### config.mk
export PLATFORM = sky130hd
export DESIGN_NAME = tinker_fetch
export DESIGN_NICKNAME = d
export VERILOG_FILES = /design/src/rtl/tinker_fetch.sv
export SDC_FILE = /design/constraint.sdc
export NUM_CORES = 1
export LEC_CHECK = 0
export BUFFER_PORTS_ARGS = -buffer_cell sky130_fd_sc_hd__clkbuf_2
export CAP_MARGIN = 15
export CORE_MARGIN = 5
export CORE_UTILIZATION = 54
export DETAILED_ROUTE_END_ITERATION = 16
export GPL_TIMING_DRIVEN = 0
export PLACE_DENSITY = 0.76
export SYNTH_ARGS = -nofsm -noshare
export SYNTH_HDL_FRONTEND = slang
export SYNTH_SLANG_ARGS = --single-unit
### constraint.sdc
create_clock -name clk -period 4.5 [get_ports clk]
set_input_delay 0 -clock clk [delete_from_list [all_inputs] [get_ports clk]]
set_output_delay 0 -clock clk [all_outputs]
set_load 0.01 [all_outputs]
### src/rtl/tinker_fetch.sv
// -----------------------------------------------------------------------------
// tinker_fetch
//
// Instruction-fetch stage feeding the Tinker core's decode stage. It holds the
// fetch PC and issues in-order word requests to instruction memory. Returned
// words go into a small FIFO and are presented to decode with valid/ready.
// Branch/jump redirects from the core flush the buffer, and the responses that
// are still in flight for the old path are counted and discarded.
//
// Credit scheme: a request is issued only while (words in flight + words
// buffered) < FIFO_DEPTH. Every response therefore has a free FIFO slot, so
// the buffer never overflows and memory never needs to be back-pressured.
//
// Ports
//   clk             in   1   clock; all state updates on the rising edge
//   reset           in   1   synchronous, active-high
//   redirect_valid  in   1   redirect fetch to redirect_pc this cycle
//   redirect_pc     in  64   new fetch byte address
//   mem_req_valid   out  1   request pending
//   mem_req_addr    out 64   byte address of the requested word
//   mem_req_ready   in   1   memory accepts the request
//   mem_resp_valid  in   1   response word valid (in request order, latency >= 1)
//   mem_resp_data   in  32   returned instruction word
//   inst_valid      out  1   instruction / inst_pc valid to decode
//   instruction     out 32   FIFO head word (last head held while empty)
//   inst_pc         out 64   byte address of the FIFO head word
//   inst_ready      in   1   decode consumes the head
//   fetch_fault     out  1   sticky fault; cleared only by reset
// -----------------------------------------------------------------------------
module tinker_fetch #(
    parameter logic [63:0] RESET_PC   = 64'h2000,
    parameter logic [63:0] MEM_SIZE   = 64'd524288,
    parameter int          FIFO_DEPTH = 2
) (
    input  logic        clk,
    input  logic        reset,
    input  logic        redirect_valid,
    input  logic [63:0] redirect_pc,
    output logic        mem_req_valid,
    output logic [63:0] mem_req_addr,
    input  logic        mem_req_ready,
    input  logic        mem_resp_valid,
    input  logic [31:0] mem_resp_data,
    output logic        inst_valid,
    output logic [31:0] instruction,
    output logic [63:0] inst_pc,
    input  logic        inst_ready,
    output logic        fetch_fault
);

    // Counters must hold the value FIFO_DEPTH itself (all credits in use).
    localparam int              CNT_W     = $clog2(FIFO_DEPTH + 1);
    localparam int              PTR_W     = (FIFO_DEPTH > 1) ? $clog2(FIFO_DEPTH) : 1;
    localparam logic [63:0]     LAST_ADDR = MEM_SIZE - 64'd4;
    localparam logic [CNT_W:0]  CREDITS   = (CNT_W + 1)'(FIFO_DEPTH);

    typedef enum logic {
        ST_RUN   = 1'b0,
        ST_FAULT = 1'b1
    } state_t;

    typedef struct packed {
        logic [31:0] word;
        logic [63:0] pc;
    } entry_t;

    // -------------------------------------------------------------------------
    // State
    // -------------------------------------------------------------------------
    state_t           state,       state_n;
    logic [63:0]      fetch_pc,    fetch_pc_n;    // address of the next request
    logic [63:0]      resp_pc,     resp_pc_n;     // address of the next kept response
    logic [CNT_W-1:0] outstanding, outstanding_n; // requests accepted, response not yet seen
    logic [CNT_W-1:0] drop_count,  drop_count_n;  // in-flight responses from a dead path
    logic [CNT_W-1:0] fifo_count,  fifo_count_n;
    logic [PTR_W-1:0] wr_ptr,      wr_ptr_n;
    logic [PTR_W-1:0] rd_ptr,      rd_ptr_n;
    logic [31:0]      last_word,   last_word_n;   // head shown most recently
    logic [63:0]      last_pc,     last_pc_n;

    entry_t           fifo_mem [FIFO_DEPTH];
    entry_t           head;

    // -------------------------------------------------------------------------
    // Per-cycle events
    // -------------------------------------------------------------------------
    logic             req_fire;
    logic             resp_take;
    logic             resp_drop;
    logic             push;
    logic             pop;
    logic             redirect_take;
    logic             redirect_bad;
    logic             redirect_ok;
    logic [63:0]      fetch_pc_inc;
    logic [CNT_W:0]   credit_used;

    function automatic logic [PTR_W-1:0] ptr_inc(input logic [PTR_W-1:0] p);
        if (p == PTR_W'(FIFO_DEPTH - 1)) begin
            return '0;
        end
        return p + PTR_W'(1);
    endfunction

    assign head         = fifo_mem[rd_ptr];
    assign fetch_pc_inc = fetch_pc + 64'd4;
    assign credit_used  = {1'b0, outstanding} + {1'b0, fifo_count};

    // Requests never stall on anything but credits, so the address is simply
    // the fetch PC; it may change without a handshake in a redirect cycle.
    assign mem_req_addr  = fetch_pc;
    assign mem_req_valid = (state == ST_RUN) && !reset && (credit_used < CREDITS);
    assign req_fire      = mem_req_valid && mem_req_ready;

    // A response with nothing outstanding is a protocol error and is ignored.
    assign resp_take = mem_resp_valid && (outstanding != '0);
    assign resp_drop = resp_take && (drop_count != '0);

    assign inst_valid  = (fifo_count != '0);
    assign pop         = inst_valid && inst_ready;
    assign instruction = inst_valid ? head.word : last_word;
    assign inst_pc     = inst_valid ? head.pc   : last_pc;
    assign fetch_fault = (state == ST_FAULT);

    // Redirects are ignored once faulted; a bad target faults instead of
    // redirecting, leaving the current path's in-flight words to drain.
    assign redirect_take = redirect_valid && (state == ST_RUN);
    assign redirect_bad  = (redirect_pc[1:0] != 2'b00) || (redirect_pc > LAST_ADDR);
    assign redirect_ok   = redirect_take && !redirect_bad;

    // A good redirect flushes the buffer, so a same-cycle live response is
    // discarded rather than written.
    assign push = resp_take && !resp_drop && !redirect_ok;

    // -------------------------------------------------------------------------
    // Next-state logic
    // -------------------------------------------------------------------------
    always_comb begin
        // NOTE: every next-state signal gets its hold value first, so no path
        // through this block leaves one unassigned and infers a latch.
        state_n       = state;
        fetch_pc_n    = fetch_pc;
        resp_pc_n     = resp_pc;
        outstanding_n = outstanding;
        drop_count_n  = drop_count;
        fifo_count_n  = fifo_count;
        wr_ptr_n      = wr_ptr;
        rd_ptr_n      = rd_ptr;
        last_word_n   = last_word;
        last_pc_n     = last_pc;

        // Track the visible head so the outputs hold it once the FIFO empties.
        if (inst_valid) begin
            last_word_n = head.word;
            last_pc_n   = head.pc;
        end

        outstanding_n = outstanding + CNT_W'(req_fire) - CNT_W'(resp_take);

        if (req_fire) begin
            fetch_pc_n = fetch_pc_inc;
            // Stop before the next word would fall outside instruction memory.
            if (fetch_pc_inc > LAST_ADDR) begin
                state_n = ST_FAULT;
            end
        end

        if (resp_drop) begin
            drop_count_n = drop_count - CNT_W'(1);
        end

        if (push) begin
            resp_pc_n = resp_pc + 64'd4;
            wr_ptr_n  = ptr_inc(wr_ptr);
        end

        if (pop) begin
            rd_ptr_n = ptr_inc(rd_ptr);
        end

        fifo_count_n = fifo_count + CNT_W'(push) - CNT_W'(pop);

        // Redirect has the last word. Everything still in flight after this
        // cycle's accounting, including a request accepted this very cycle,
        // belongs to the old path and must be discarded on return.
        if (redirect_take) begin
            if (redirect_bad) begin
                state_n = ST_FAULT;
            end else begin
                state_n      = ST_RUN;
                fetch_pc_n   = redirect_pc;
                resp_pc_n    = redirect_pc;
                drop_count_n = outstanding_n;
                fifo_count_n = '0;
                wr_ptr_n     = '0;
                rd_ptr_n     = '0;
            end
        end
    end

    // -------------------------------------------------------------------------
    // State register
    // -------------------------------------------------------------------------
    always_ff @(posedge clk) begin
        // NOTE: sequential state uses non-blocking assignments so every
        // register samples the values from before this edge.
        if (reset) begin
            state       <= ST_RUN;
            fetch_pc    <= RESET_PC;
            resp_pc     <= RESET_PC;
            outstanding <= '0;
            drop_count  <= '0;
            fifo_count  <= '0;
            wr_ptr      <= '0;
            rd_ptr      <= '0;
            last_word   <= '0;
            last_pc     <= RESET_PC;
        end else begin
            state       <= state_n;
            fetch_pc    <= fetch_pc_n;
            resp_pc     <= resp_pc_n;
            outstanding <= outstanding_n;
            drop_count  <= drop_count_n;
            fifo_count  <= fifo_count_n;
            wr_ptr      <= wr_ptr_n;
            rd_ptr      <= rd_ptr_n;
            last_word   <= last_word_n;
            last_pc     <= last_pc_n;
        end
    end

    // -------------------------------------------------------------------------
    // Instruction buffer storage
    // -------------------------------------------------------------------------
    // NOTE: the storage array is deliberately not reset; fifo_count alone says
    // which entries are meaningful, and empty-FIFO outputs come from last_*.
    always_ff @(posedge clk) begin
        if (push) begin
            fifo_mem[wr_ptr] <= '{word: mem_resp_data, pc: resp_pc};
        end
    end

endmodule

Yosys cells after proc, flatten, opt, wreduce, memory -nomap -nowiden
Memory sizes are Yosys's and may differ from the RTL's. A register that Yosys moved wholly into a read port is not among the register bits.
Index checks and enable logic that the tools add are counted.
{ "word_totals": {"ramBits": 192, "regBits": 233, "n_memories": 1, "in_bits": 102, "wordCells": 81, "out_inout_bits": 163} }
{ "mem_list": {"columns": ["memory", "words", "width", "read_ports", "rd_ports_with_merged_regs", "write_ports", "line_no", "text"], "rows": [
  ["fifo_mem", 2, 96, 1, 1, 1, "81", "entry_t fifo_mem [FIFO_DEPTH];"]
]} }
{ "op_classes": {"addsub": 10, "muxes": 34, "order_cmp": 3, "n_reduce_logical": 22, "bitwise": 1} }
{ "op_table": {"columns": ["operator", "n"], "rows": [
  ["two-way mux 64 bit", 7],
  ["adder 64 x 3 -> 64 bit (second input constant)", 2],
  ["> comparator 64 x 19 -> 1 bit (second input constant)", 2],
  ["two-way mux 32 bit", 1],
  ["two-way mux 1 bit", 21],
  ["nonzero test 2 bit", 6],
  ["logical AND 1 bit", 10],
  ["two-way mux 2 bit", 5],
  ["adder 2 x 1 -> 2 bit", 2],
  ["logical NOT 1 bit", 4],
  ["subtractor 2 x 1 -> 2 bit", 2],
  ["adder 2 x 2 -> 3 bit", 1],
  ["< comparator 3 x 2 -> 1 bit (second input constant)", 1],
  ["adder 1 bit (second input constant)", 2],
  ["AND reduction 2 bit", 1],
  ["subtractor 2 x 1 -> 2 bit (second input constant)", 1],
  ["logical OR 1 bit", 1],
  ["NOT 1 bit", 1]
]} }

Logic depth before layout (Yosys ltp)
{ "depth": {"depth_word": 11, "mapped_depth": 15} }

Worst setup path before layout
Ideal clock, no wire load.
{ "synth_path": {"path_kind": "reg2reg", "startpoint": "register state, in the netlist fetch_fault", "endpoint": "memory fifo_mem[1][0] in the netlist's numbering, enable pin", "setup_ps": 466, "path_slack_ps": 591, "path_stages_with_launch": 8, "n_path_buf": 2, "arrival_time_ps": 3443, "synth_period_minus_slack_ps": 3909, "cell_sequence": "dfxtp_1 nor4b_1 nand4_1 or4_4 buf_6 clkbuf_1 and2_1 ha_1"} }
{ "synth_between": {"elab_chain_len": 7} }
{ "synth_rtl": {"columns": ["item", "line_no", "text"], "rows": [
  ["start: declaration", "70", "state_t state, state_n;"],
  ["start signal: assignment", "219", "state <= state_n;"],
  ["NOT 1 bit", "127", "assign redirect_take = redirect_valid && (state == ST_RUN);"],
  ["logical AND 1 bit", "127", null],
  ["logical AND 1 bit", "129", "assign redirect_ok = redirect_take && !redirect_bad;"],
  ["logical NOT 1 bit", "133", "assign push = resp_take && !resp_drop && !redirect_ok;"],
  ["logical AND 1 bit", "133", null],
  ["two-way mux 1 bit", "238", "if (push) begin"],
  ["two-way mux 1 bit (implied by the code)", "239", "fifo_mem[wr_ptr] <= '{word: mem_resp_data, pc: resp_pc};"],
  ["end: declaration", "81", null]
]} }
Every way passes these cells.

Worst setup path after layout
{ "layout_path": {"startpoint": "register fifo_count[0]", "endpoint": "register drop_count[1]"} }
{ "layout_between": {"elab_chain_len": 8} }
{ "layout_rtl": {"columns": ["item", "line_no", "text"], "rows": [
  ["start: declaration", "75", "logic [CNT_W-1:0] fifo_count, fifo_count_n;"],
  ["start signal: assignment", "224", "fifo_count <= fifo_count_n;"],
  ["adder 2 x 2 -> 3 bit", "107", "assign credit_used = {1'b0, outstanding} + {1'b0, fifo_count};"],
  ["< comparator 3 x 2 -> 1 bit", "112", "assign mem_req_valid = (state == ST_RUN) && !reset && (credit_used < CREDITS);"],
  ["logical AND 1 bit", "112", null],
  ["logical AND 1 bit", "113", "assign req_fire = mem_req_valid && mem_req_ready;"],
  ["adder 2 x 1 -> 2 bit", "158", "outstanding_n = outstanding + CNT_W'(req_fire) - CNT_W'(resp_take);"],
  ["subtractor 2 x 1 -> 2 bit", "158", null],
  ["two-way mux 2 bit", "187", "if (redirect_bad) begin"],
  ["two-way mux 2 bit", "186", "if (redirect_take) begin"],
  ["end signal: assignment", "223", "drop_count <= drop_count_n;"],
  ["end: declaration", "74", "logic [CNT_W-1:0] drop_count, drop_count_n;"]
]} }
Every way passes these cells.
A chain may end at the register's enable or synchronous reset.

==> results.txt <==
----------------------------------------------------
[Clocking]
  Buffer count from post-CTS setup fixing ... 0
  Number of clock sinks ... 423
  Clock root cell ... sky130_fd_sc_hd__clkbuf_16
  H-tree level count ... 2
  Number of buffers created by CTS ... 44
  Clock tree from TritonCTS ... built
  Clock-pin transition on the worst setup and hold timing paths ... 60 ps
  Cts repair resizes ... 0
  Worst-case clock buffer depth ... 3
  Clock latency at the later pin of the worst-skew pair ... 540 ps

[Place]
  Count of port buffers added during placement ... 263
  Worst slack after detailed placement ... 716 ps
  DP HPWL ... 33,900 um
  Final Wtd Congestion ... 0.906

[Die]
  Die outline area ... 37,500 um^2
  Std-Cell Core Area ... 33,400 um^2
  Number of ports placed on the die boundary ... 265
  Floorplan die width ... 194 um
  Height of the chip ... 194 um
  Effective utilization at floorplan ... 54.5%
  Row count ... 67

[Yosys]
  Number of nets in the synthesized netlist ... 1,816
  Cell count after synthesis ... 1,703
  Async set-or-reset flop fraction in the synthesized netlist ... 0%
  Netlist area before placement ... 18,200 um^2
  Arithmetic-cell share of the synthesized area counting full adders, half adders and majority gates ... 0.796%
  Number of unique standard cell types used by synthesis ... 71
  XOR/XNOR share of the synthesized area ... 6.58%
  Top cells by area in the synthesized netlist ... sky130_fd_sc_hd__edfxtp_1, sky130_fd_sc_hd__dfxtp_1, sky130_fd_sc_hd__mux2i_1, sky130_fd_sc_hd__xor2_1, sky130_fd_sc_hd__and2_1
  Total of warnings raised by yosys ... 0
  Mapped Avg Cell Area ... 10.7 um^2
  Number of synthesized flops with an enable pin ... 192
  Flip-flop cell with the highest count after synthesis ... sky130_fd_sc_hd__dfxtp_1
  FF+latch count, synth ... 423
  Multiplexer fraction of the synthesized cell area ... 5.44%
  Top cell type's share of synthesized area ... 31.6%
  Sequential element share of the synthesized area ... 57.0%
  Largest family of logic cells by synthesized area ... simple AND/OR/NAND/NOR gates
  Post-synth top area cell ... sky130_fd_sc_hd__edfxtp_1
  Area fraction in compound gates after synthesis ... 6.86%
  Area fraction in and, or, nand and nor cells after synthesis ... 20.2%

[Power and ir drop]
  Leakage power of the design ... 8.36 nW
  Pwr/cell area ... 536 nW/um^2
  Final Power ... 11.9 mW
  Switching Fraction ... 32.2%
  Internal power component ... 8.09 mW
  Proportion of power drawn by the clock network ... 32.1%
  Max IR drop VDD ... 324 uV
  Register share of total power ... 39.9%
  Share of power burned in combinational logic ... 28.0%
  Switching pwr ... 3.84 mW

[Critical path]
  Required time at the endpoint of the critical path ... 4930 ps
  Library cell contributing the largest single delay on the critical path ... sky130_fd_sc_hd__nor4_1
  Buf/Inv on CP ... 4
  Crit-path max cell delay ... 580 ps
  Setup crit start kind ... flip-flop
  Type of the setup path with the least slack ... flip-flop to flip-flop
  Endpoint class of the critical path ... flip-flop
  Cells traversed along the worst timing path ... and2_1, fa_1, nor4_1, and2_1, buf_2, inv_2, clkbuf_1, ha_1, inv_1, ha_1, xor2_1, xnor2_1, nor2_1, a21oi_1, nor2_1
  Critical path fanouts, max ... 10
  Data arrival, critical path ... 4430 ps
  Top cell family by delay on the critical path ... simple AND/OR/NAND/NOR gates

[Hold path]
  Class of the tightest hold or removal check ... input pin to flip-flop

[Global routing]
  Gr ovfl total ... 0
  Number of antenna violations at the first check in global routing ... 1
  Gr usage total ... 25.0%
  Vias in the first global route ... 14.3k
  Largest net degree at the start of global routing ... 50
  First-pass GRT wire length ... 76,900 um

[Route]
  DRC ... 0
  Mean routed wirelength per cell ... 19.0 um
  First drt pass iteration count ... 5
  Aggregate routed wire length ... 48,400 um
  Final ANT Viol Nets ... 0
  Drt first-iter violations ... 1,019
  Post-detailed-route via-to-cell ratio ... 5.56
  Vias after detailed routing ... 14.2k

[STA]
  Clock tree skew after final layout ... 10.3 ps
  Endpoints failing setup ... 0
  Tightest Pin Transition ... 1050 ps
  Final cycle utilization of the critical path ... 88.8%
  Final-report max-slew violation count ... 0
  Post-route worst setup slack ... 502 ps
  Normalized max-slew margin ... 29.0%
  Post-layout minimum cycle time ... 4000 ps
  Number of hold violations in the final report ... 0
  RSZ-0062 raised after global routing ... no
  Fmax ... 0.250 GHz

[Cells and area]
  Net count, final ... 2,179
  Share of post-route cells with drive strength above 1 ... 19.1%
  Filler Cells Inserted ... 2,521
  Area growth, synth to finish ... 22.1%

[Status]
  Result of the run ... completed

[Flow run]
  Max-cap violations ... 0

----------------------------------------------------
registers in the layout, indices dropped and copies added (netlist names):
register and count:
drop_count 2, fetch_fault 1, fifo_count 2, fifo_mem 192, last_pc 64, last_word 32
mem_req_addr 63, outstanding 2, rd_ptr 1, resp_pc 63, wr_ptr 1
stage by stage:
step           std cells  TNS [ps]  hold slack (ps)  cell area, um^2  util [%]
6_report            2551         0             52.0            22300      66.5
5_1_grt             2551         0             66.9            22300      66.5
4_1_cts             2550         0             22.8            22300      66.5
3_5_place_dp        2416         0              193            20200      60.3
3_3_place_gp        2414   -211290              190            20100      60.1
2_1_floorplan       1703         0             98.9            18200         -
cells by family after synthesis:
group / count (synthesis)
xor gates and xnor gates: 137
adders and majority gates: 11
AOI/OAI and AO/OA: 227
muxes: 99
and+or+nand+nor: 681
buffers and inverters: 125
DFF: 423
layout by cell type (no fill, tap or decap), types with 5 or more instances in the layout:
cell                            instances
sky130_fd_sc_hd__nor4_1                29
sky130_fd_sc_hd__or3_1                 17
sky130_fd_sc_hd__nor3_1                33
sky130_fd_sc_hd__buf_2                 14
sky130_fd_sc_hd__buf_6                  7
sky130_fd_sc_hd__nor2_1               121
sky130_fd_sc_hd__edfxtp_1             192
sky130_fd_sc_hd__xor2_1                85
sky130_fd_sc_hd__ha_1                   8
sky130_fd_sc_hd__nor4b_1                6
sky130_fd_sc_hd__dfxtp_1              231
sky130_fd_sc_hd__and3_1                26
sky130_fd_sc_hd__o21ai_0              136
sky130_fd_sc_hd__nand2_1              169
sky130_fd_sc_hd__a31oi_1                5
sky130_fd_sc_hd__clkbuf_16             47
sky130_fd_sc_hd__xnor2_1               52
sky130_fd_sc_hd__mux2i_1               99
sky130_fd_sc_hd__and4_1                20
sky130_fd_sc_hd__a21oi_1               57
sky130_fd_sc_hd__dlygate4sd3_1         52
sky130_fd_sc_hd__clkbuf_2             265
sky130_fd_sc_hd__bufinv_16              7
sky130_fd_sc_hd__inv_1                 18
sky130_fd_sc_hd__clkbuf_1              75
sky130_fd_sc_hd__o21a_1                 5
sky130_fd_sc_hd__and2_1               111
sky130_fd_sc_hd__nand3_1               47
sky130_fd_sc_hd__nand4_1               56
sky130_fd_sc_hd__buf_1                  8
sky130_fd_sc_hd__clkinv_2               9
final timing paths:
path                        from              end  slack [ps]  depth (start not counted)
hold / removal    mem_resp_valid       resp_pc[2]          50                          4
setup / recovery   fifo_count[0]    drop_count[1]         500                         15
hold reg to reg      resp_pc[63]  fifo_mem[0][63]         480                          0
setup reg to reg   fifo_count[0]    drop_count[1]         500                         15
what timing repair did:
action	CTS	global route
endpoints found under the setup margin	0	0
hold buffers	52	0
hold endpoints to repair	103	0
final cells by class:
class / count / area [um^2] / area share (%)
Tap cell: 448 / 561 / 2.52
Multi-Input combinational cell: 1155 / 7290 / 32.7
Buffer: 106 / 505 / 2.27
Timing Repair Buffer: 317 / 1890 / 8.50
Clock buffer: 54 / 1210 / 5.45
Inverter: 19 / 71.3 / 0.320
Antenna cell: 1 / 2.50 / 0.0112
Clock inverter: 28 / 335 / 1.51
Sequential cell: 423 / 10400 / 46.7
per-layer routing:
| metal | routed length, um | vias up | GRT usage [%] |
|---|---|---|---|
| met5 | 0 | - | 0 |
| met4 | 1860 | 0 | 9.70 |
| met3 | 2860 | 112 | 4.31 |
| met2 | 23700 | 520 | 43.0 |
| met1 | 20000 | 6745 | 31.7 |
| li1 | - | 6796 | - |
power groups by stage:
stage | combinational [mW] | clock [mW] | sequential [mW]
floorplan | 1.90 | 0 | 4.81
global placement | 3.19 | 0 | 4.85
detailed placement | 3.30 | 0 | 4.84
CTS | 3.36 | 3.90 | 4.77
global route | 3.64 | 4.07 | 4.81
finish | 3.34 | 3.82 | 4.77
worst register-to-register path: stages, from the launching register on:
cell and delay (ps):
sky130_fd_sc_hd__dfxtp_1 400, sky130_fd_sc_hd__and2_1 170, sky130_fd_sc_hd__fa_1 430, sky130_fd_sc_hd__nor4_1 580, sky130_fd_sc_hd__and2_1 230, sky130_fd_sc_hd__buf_2 280
sky130_fd_sc_hd__inv_2 150, sky130_fd_sc_hd__clkbuf_1 360, sky130_fd_sc_hd__ha_1 400, sky130_fd_sc_hd__inv_1 40, sky130_fd_sc_hd__ha_1 170, sky130_fd_sc_hd__xor2_1 160
sky130_fd_sc_hd__xnor2_1 220, sky130_fd_sc_hd__nor2_1 80, sky130_fd_sc_hd__a21oi_1 150, sky130_fd_sc_hd__nor2_1 50
Yosys cell counts, types with 3 or more instances:
cell,count
sky130_fd_sc_hd__a21o_1,3
sky130_fd_sc_hd__a21oi_1,57
sky130_fd_sc_hd__a31oi_1,5
sky130_fd_sc_hd__and2_1,111
sky130_fd_sc_hd__and3_1,26
sky130_fd_sc_hd__and4_1,20
sky130_fd_sc_hd__buf_1,8
sky130_fd_sc_hd__buf_2,14
sky130_fd_sc_hd__buf_4,4
sky130_fd_sc_hd__buf_6,7
sky130_fd_sc_hd__clkbuf_1,69
sky130_fd_sc_hd__dfxtp_1,231
sky130_fd_sc_hd__edfxtp_1,192
sky130_fd_sc_hd__ha_1,10
sky130_fd_sc_hd__inv_1,18
sky130_fd_sc_hd__mux2i_1,99
sky130_fd_sc_hd__nand2_1,169
sky130_fd_sc_hd__nand2b_1,4
sky130_fd_sc_hd__nand3_1,47
sky130_fd_sc_hd__nand3b_1,4
sky130_fd_sc_hd__nand4_1,56
sky130_fd_sc_hd__nand4_2,3
sky130_fd_sc_hd__nand4b_1,4
sky130_fd_sc_hd__nor2_1,121
sky130_fd_sc_hd__nor2b_1,4
sky130_fd_sc_hd__nor3_1,33
sky130_fd_sc_hd__nor4_1,29
sky130_fd_sc_hd__nor4b_1,6
sky130_fd_sc_hd__o21a_1,5
sky130_fd_sc_hd__o21ai_0,136
sky130_fd_sc_hd__o31ai_1,3
sky130_fd_sc_hd__or2_2,3
sky130_fd_sc_hd__or3_1,17
sky130_fd_sc_hd__xnor2_1,52
sky130_fd_sc_hd__xor2_1,85
No activity file was read; power rests on OpenSTA's default activity.
